[config.mk]
export PLATFORM = sky130hd
export DESIGN_NAME = noc_input_fifo_flat
export DESIGN_NICKNAME = d
export VERILOG_FILES = /design/src/rtl/noc_input_fifo_if.sv /design/src/rtl/noc_input_fifo.sv /design/src/flat_wrapper.sv
export SDC_FILE = /design/constraint.sdc
export NUM_CORES = 1
export LEC_CHECK = 0
export BUFFER_PORTS_ARGS = -buffer_cell sky130_fd_sc_hd__buf_2
export CORE_MARGIN = 8
export CORE_UTILIZATION = 35
export DETAILED_ROUTE_END_ITERATION = 16
export PLACE_DENSITY_LB_ADDON = 0.12
export SYNTH_ARGS = -nofsm -noshare
export SYNTH_HDL_FRONTEND = slang
export SYNTH_SLANG_ARGS = --single-unit
[constraint.sdc]
create_clock -name clk -period 5.9 [get_ports clk]
set_input_delay 0.295 -clock clk [delete_from_list [all_inputs] [get_ports clk]]
set_output_delay 0.295 -clock clk [all_outputs]
set_load 0.01 [all_outputs]
[src/rtl/noc_input_fifo_if.sv]
// ---------------------------------------------------------------------------
// noc_input_fifo_if
// Bundles the flit handshake and head-of-queue signals of a router input
// port buffer.
//   RX, DRTS          upstream flit and its request-to-send
//   CTS               single-cycle clear-to-send back to upstream
//   read_en_N/E/W/S/L grants from the five local output arbiters (pop)
//   Data_out          head flit, first-word fall-through
//   empty, full       fill status
//   count             number of stored flits, 0..DEPTH
//   err_flags         sticky protocol error flags
// Modports:
//   slave  - the FIFO itself
//   master - the upstream sender and the downstream arbiters
// ---------------------------------------------------------------------------
interface noc_input_fifo_if #(
  parameter int DATA_WIDTH = 32,
  parameter int DEPTH      = 4
);
  logic [DATA_WIDTH-1:0]    RX;
  logic                     DRTS;
  logic                     CTS;
  logic                     read_en_N;
  logic                     read_en_E;
  logic                     read_en_W;
  logic                     read_en_S;
  logic                     read_en_L;
  logic [DATA_WIDTH-1:0]    Data_out;
  logic                     empty;
  logic                     full;
  logic [$clog2(DEPTH):0]   count;
  logic [1:0]               err_flags;

  modport slave (
    input  RX, DRTS, read_en_N, read_en_E, read_en_W, read_en_S, read_en_L,
    output CTS, Data_out, empty, full, count, err_flags
  );

  modport master (
    output RX, DRTS, read_en_N, read_en_E, read_en_W, read_en_S, read_en_L,
    input  CTS, Data_out, empty, full, count, err_flags
  );
endinterface

[src/rtl/noc_input_fifo.sv]
// ---------------------------------------------------------------------------
// noc_input_fifo
// Router input-port buffer. Receives flits over the RTS/CTS handshake,
// stores them in a circular FIFO and presents the head flit to LBDR and the
// crossbar. The head is popped when any local output arbiter grants it.
// Ports:
//   clk      clock
//   rst      synchronous, active-high reset
//   fifo_if  noc_input_fifo_if.slave (RX/DRTS/CTS handshake, read grants,
//            Data_out, empty, full, count, err_flags)
// Build option:
//   FIFO_ERR_FLAGS_EN  when defined, err_flags holds sticky protocol errors
//                      ([0] grant while empty, [1] several grants at once);
//                      otherwise err_flags is tied to 2'b00.
// ---------------------------------------------------------------------------
module noc_input_fifo #(
  parameter int DATA_WIDTH = 32,
  parameter int DEPTH      = 4
) (
  input  logic             clk,
  input  logic             rst,
  noc_input_fifo_if.slave  fifo_if
);

  localparam int PTR_W = $clog2(DEPTH);
  localparam logic [PTR_W:0] DEPTH_C = (PTR_W+1)'(DEPTH);

  logic [DATA_WIDTH-1:0] mem_q [DEPTH];
  logic [PTR_W-1:0]      wr_ptr_q, wr_ptr_d;
  logic [PTR_W-1:0]      rd_ptr_q, rd_ptr_d;
  logic [PTR_W:0]        count_q, count_d;
  logic                  cts_q, cts_d;

  logic [4:0]            rd_vec;
  logic                  rd_any;
  logic                  full_w, empty_w;
  logic                  wr_en, pop;

  always_comb begin
    rd_vec  = {fifo_if.read_en_N, fifo_if.read_en_E, fifo_if.read_en_W,
               fifo_if.read_en_S, fifo_if.read_en_L};
    rd_any  = |rd_vec;
    full_w  = (count_q == DEPTH_C);
    empty_w = (count_q == '0);
    // CTS high blocks the write so one RTS never stores the same flit twice.
    wr_en   = fifo_if.DRTS & ~cts_q & ~full_w;
    pop     = rd_any & ~empty_w;
  end

  always_comb begin
    wr_ptr_d = wr_ptr_q;
    rd_ptr_d = rd_ptr_q;
    count_d  = count_q;
    cts_d    = wr_en;
    if (wr_en) wr_ptr_d = wr_ptr_q + 1'b1;
    if (pop)   rd_ptr_d = rd_ptr_q + 1'b1;
    case ({wr_en, pop})
      2'b10:   count_d = count_q + 1'b1;
      2'b01:   count_d = count_q - 1'b1;
      default: count_d = count_q;
    endcase
  end

  always_ff @(posedge clk) begin
    if (rst) begin
      wr_ptr_q <= '0;
      rd_ptr_q <= '0;
      count_q  <= '0;
      cts_q    <= 1'b0;
    end else begin
      wr_ptr_q <= wr_ptr_d;
      rd_ptr_q <= rd_ptr_d;
      count_q  <= count_d;
      cts_q    <= cts_d;
    end
  end

  // Storage is cleared on reset so Data_out reads zero out of reset.
  always_ff @(posedge clk) begin
    if (rst) begin
      for (int i = 0; i < DEPTH; i++) mem_q[i] <= '0;
    end else if (wr_en) begin
      mem_q[wr_ptr_q] <= fifo_if.RX;
    end
  end

  assign fifo_if.CTS      = cts_q;
  assign fifo_if.Data_out = mem_q[rd_ptr_q];
  assign fifo_if.empty    = empty_w;
  assign fifo_if.full     = full_w;
  assign fifo_if.count    = count_q;

`ifdef FIFO_ERR_FLAGS_EN
  logic [1:0] err_q, err_d;
  logic       multi_rd;

  always_comb begin
    // Clearing the lowest set bit leaves something only if two or more are set.
    multi_rd = (rd_vec & (rd_vec - 5'd1)) != 5'd0;
    err_d    = err_q | {multi_rd, rd_any & empty_w};
  end

  always_ff @(posedge clk) begin
    if (rst) err_q <= 2'b00;
    else     err_q <= err_d;
  end

  assign fifo_if.err_flags = err_q;
`else
  assign fifo_if.err_flags = 2'b00;
`endif

endmodule

[src/flat_wrapper.sv]
// flat-port wrapper written by rule: the top's interface ports become plain ports
module noc_input_fifo_flat 
#(
  parameter int DATA_WIDTH = 32,
  parameter int DEPTH      = 4
)
  (clk, rst, fifo_if_RX, fifo_if_DRTS, fifo_if_read_en_N, fifo_if_read_en_E, fifo_if_read_en_W, fifo_if_read_en_S, fifo_if_read_en_L, fifo_if_CTS, fifo_if_Data_out, fifo_if_empty, fifo_if_full, fifo_if_count, fifo_if_err_flags);
  noc_input_fifo_if #(.DATA_WIDTH(DATA_WIDTH), .DEPTH(DEPTH)) fifo_if_i ();
  input  logic clk;
  input  logic rst;
  input wire logic [$bits(fifo_if_i.RX)-1:0] fifo_if_RX;
  input wire logic [$bits(fifo_if_i.DRTS)-1:0] fifo_if_DRTS;
  input wire logic [$bits(fifo_if_i.read_en_N)-1:0] fifo_if_read_en_N;
  input wire logic [$bits(fifo_if_i.read_en_E)-1:0] fifo_if_read_en_E;
  input wire logic [$bits(fifo_if_i.read_en_W)-1:0] fifo_if_read_en_W;
  input wire logic [$bits(fifo_if_i.read_en_S)-1:0] fifo_if_read_en_S;
  input wire logic [$bits(fifo_if_i.read_en_L)-1:0] fifo_if_read_en_L;
  output wire logic [$bits(fifo_if_i.CTS)-1:0] fifo_if_CTS;
  output wire logic [$bits(fifo_if_i.Data_out)-1:0] fifo_if_Data_out;
  output wire logic [$bits(fifo_if_i.empty)-1:0] fifo_if_empty;
  output wire logic [$bits(fifo_if_i.full)-1:0] fifo_if_full;
  output wire logic [$bits(fifo_if_i.count)-1:0] fifo_if_count;
  output wire logic [$bits(fifo_if_i.err_flags)-1:0] fifo_if_err_flags;
  assign fifo_if_i.RX = fifo_if_RX;
  assign fifo_if_i.DRTS = fifo_if_DRTS;
  assign fifo_if_i.read_en_N = fifo_if_read_en_N;
  assign fifo_if_i.read_en_E = fifo_if_read_en_E;
  assign fifo_if_i.read_en_W = fifo_if_read_en_W;
  assign fifo_if_i.read_en_S = fifo_if_read_en_S;
  assign fifo_if_i.read_en_L = fifo_if_read_en_L;
  assign fifo_if_CTS = fifo_if_i.CTS;
  assign fifo_if_Data_out = fifo_if_i.Data_out;
  assign fifo_if_empty = fifo_if_i.empty;
  assign fifo_if_full = fifo_if_i.full;
  assign fifo_if_count = fifo_if_i.count;
  assign fifo_if_err_flags = fifo_if_i.err_flags;
  noc_input_fifo #(.DATA_WIDTH(DATA_WIDTH), .DEPTH(DEPTH)) u_core (.clk(clk), .rst(rst), .fifo_if(fifo_if_i));
endmodule
==> metrics.txt <==
result of the run finished clean; reported leakage power 0.00277 uW; power density cells just under 400 nW/um2; port buffer count 77; Net count, final slightly below 500; Yosys warnings 0; main flop type after synthesis sky130_fd_sc_hd__edfxtp_1; TritonCTS clock tree done; FF-to-FF End u_core.fifo_if.count[2]; arrival time of data at the critical path endpoint between 3000 and 4000 ps; Post-CTS Repair Setup Buffers 0; Hold/Removal Path Class input port to register; CP Launch Type register; GRT Overall Usage approximately 13%; Clk Latency, worst-skew pair 410 ps; setup slack of the critical path after layout 3060 ps; overall die width 148 um; maximum number of pins on one net before global-route repair 34; category of the most critical setup path register to register; via count of the first global-routing pass 3569; worst-case clock buffer depth 2; Final Setup Violations 0; mean cell area of the mapped netlist between 15 and 20 um2; Pre-Repair DR Iteration Count 4; final total power around 2900 uW; # hold bufs at CTS 0; commonest non-fill, non-tap cells in the layout sky130_fd_sc_hd__and2_1 (128), sky130_fd_sc_hd__edfxtp_1 (128), sky130_fd_sc_hd__buf_2 (77), sky130_fd_sc_hd__mux4_2 (32), sky130_fd_sc_hd__clkbuf_16 (17); Post-DP HPWL 7950 um; WHS around 200 ps; Worst Tran Pin Value 1110 ps; number of distinct standard cells referenced by the synthesized netlist 34; wire length reported by the detailed router 13200 um; number of rows in the core area 48; EDFF count, synth 128; number of antenna violations at the first check in global routing 2; fin. max-slew vios 0; number of cells produced by synthesis around 370; crit path max fanout 11; fraction of final layout cells with drive strength greater than 1 approximately a third; Clock Root Buffer sky130_fd_sc_hd__clkbuf_16; startpoint of the tightest hold check path fifo_if_RX[31]; Final Hold Viols 0; Floorplan Core Area 17100 um2; die outline height about 150 um; Num CTS Buffers 17; remaining global-route overflow 0; synthesized flop and latch total between 100 and 150; worst vdd rail ir drop ~0.00020 V; setup repair after global routing missed its margin false; Post-Place Worst Slack approximately 3000 ps; overall via count from detail_route between 3000 and 4000; DRC errors left 0; Vias/cell about 4.7; setup_tns 0 ps; Worst setup EP type register; min Tclk post-route roughly 2800 ps; number of design-rule violations left by the first detailed-router iteration 154; R2R setup slack about 3100 ps; worst rel slew slack 25.5%; post-route fraction of the period consumed by the critical path 48.1%; Post-CTS Resized 0; endpoint with the worst hold slack u_core.mem_q[2][31]; r2r startpoint u_core.fifo_if.count[2]; Post-synth ARST share 0%; relative area change from synthesis to final layout 19.9%; Routability Congestion between 0.6 and 0.7; Antenna diodes 0; sequential element share of the synthesized area between 60% and 70%; fmax between 300 and 400 MHz; total die area between 20000 and 25000 um2; # Max-Cap Violations 0; drt wl/cell about 19 um; number of H-tree branching levels 4; register clock-pin slew on the reported worst setup and hold paths about 60 ps; Max Clock Skew 6.29 ps; data required time at the worst endpoint about 6200 ps; worst hold stages 2; cell depth of the worst flop-to-flop path 9; Sinks on Clock Net between 100 and 150; global-route wire length before repair 20800 um; Cell Area, Synth 6050 um2; Ports 80; Antenna Nets Post-Route 0; effective utilization at floorplan a little over a third
flip-flops by register name, summed over array words and instances (netlist names), named ones only:
name	flops
u_core.mem_q	128
u_core.fifo_if.CTS	1
u_core.fifo_if.count	3
u_core.wr_ptr_q	2
u_core.rd_ptr_q	2
worst max-delay path by stage:
stage,start,endpoint,cells after the start
finish,u_core.fifo_if.count[2],u_core.fifo_if.count[2],9
global route,u_core.fifo_if.count[2],u_core.fifo_if.count[2],9
CTS,u_core.fifo_if.count[2],u_core.fifo_if.count[2],9
detailed placement,u_core.fifo_if.count[2],u_core.fifo_if.count[2],9
global placement,u_core.fifo_if.count[2],u_core.fifo_if.count[2],9
floorplan,u_core.fifo_if.count[0],u_core.mem_q[1][0],3
power by group:
| part | total (uW) | internal [uW] | switching [uW] |
|---|---|---|---|
| Sequential | 1240 | 1180 | 64.5 |
| Combinational | 589 | 285 | 304 |
| Clock | 1030 | 654 | 372 |
layer usage:
metal | track usage, % | part of all wire (%) | vias up
met1 | 15.9 | 45 | 1629
met2 | 20.6 | 48 | 78
met5 | 0 | 0.15 | -
met3 | 4.10 | 5.1 | 19
met4 | 4.74 | 1.4 | 4
li1 | - | - | 1524
final cells by class:
cell class | count | area, um2
Clock buffer | 20 | 437
Sequential cell | 138 | 4050
Timing Repair Buffer | 85 | 445
Clock inverter | 12 | 130
Inverter | 8 | 30.0
Tap cell | 225 | 282
Multi-Input combinational cell | 203 | 1890
Fill cell | 1566 | 9850
per-stage QoR:
step | area (um2) | cells | util, %
2_1_floorplan | 6060 | 373 | -
3_3_place_gp | 6700 | 659 | 39.1
3_5_place_dp | 6700 | 659 | 39.1
4_1_cts | 7260 | 691 | 42.4
5_1_grt | 7260 | 691 | 42.4
6_report | 7260 | 691 | 42.4
logic make-up (layout without fill, tap and decap cells):
kind of cell    Yosys count  after routing  share of synthesized area [%]
xor+xnor                  2              2                          0.289
mux                      35             35                           12.5
buf+inv                  32            125                           2.48
other cells               1              2                         0.0619
simple gates            151            151                           16.2
compound gates           11             11                           1.18
flops                   138            138                           66.8
fa+ha+maj                 2              2                          0.537
synth_stat cells, drive strengths merged (2+ instances only):
cell type / number / area [um2]
dfxtp: 10 / 200
or3: 2 / 12.5
o21ai: 2 / 10.0
a21oi: 4 / 20.0
buf: 11 / 63.8
nor2: 9 / 33.8
inv: 8 / 30.0
mux4: 32 / 721
xor2: 2 / 17.5
nor4b: 2 / 47.6
nor3: 2 / 15.0
nand2b: 3 / 18.8
and2: 128 / 801
mux2: 3 / 33.8
nor4: 2 / 27.5
clkbuf: 13 / 56.3
edfxtp: 128 / 3840
worst max-delay path: stages, from the launching register on:
cell and delay [ps]:
sky130_fd_sc_hd__dfxtp_1 370, sky130_fd_sc_hd__nor3b_2 910, sky130_fd_sc_hd__nor2_1 170, sky130_fd_sc_hd__inv_1 100, sky130_fd_sc_hd__ha_1 180, sky130_fd_sc_hd__inv_1 60, sky130_fd_sc_hd__fa_1 380, sky130_fd_sc_hd__xor2_1 150
sky130_fd_sc_hd__or3_1 310, sky130_fd_sc_hd__a21oi_1 130
No activity file was read; power rests on OpenSTA's default activity.
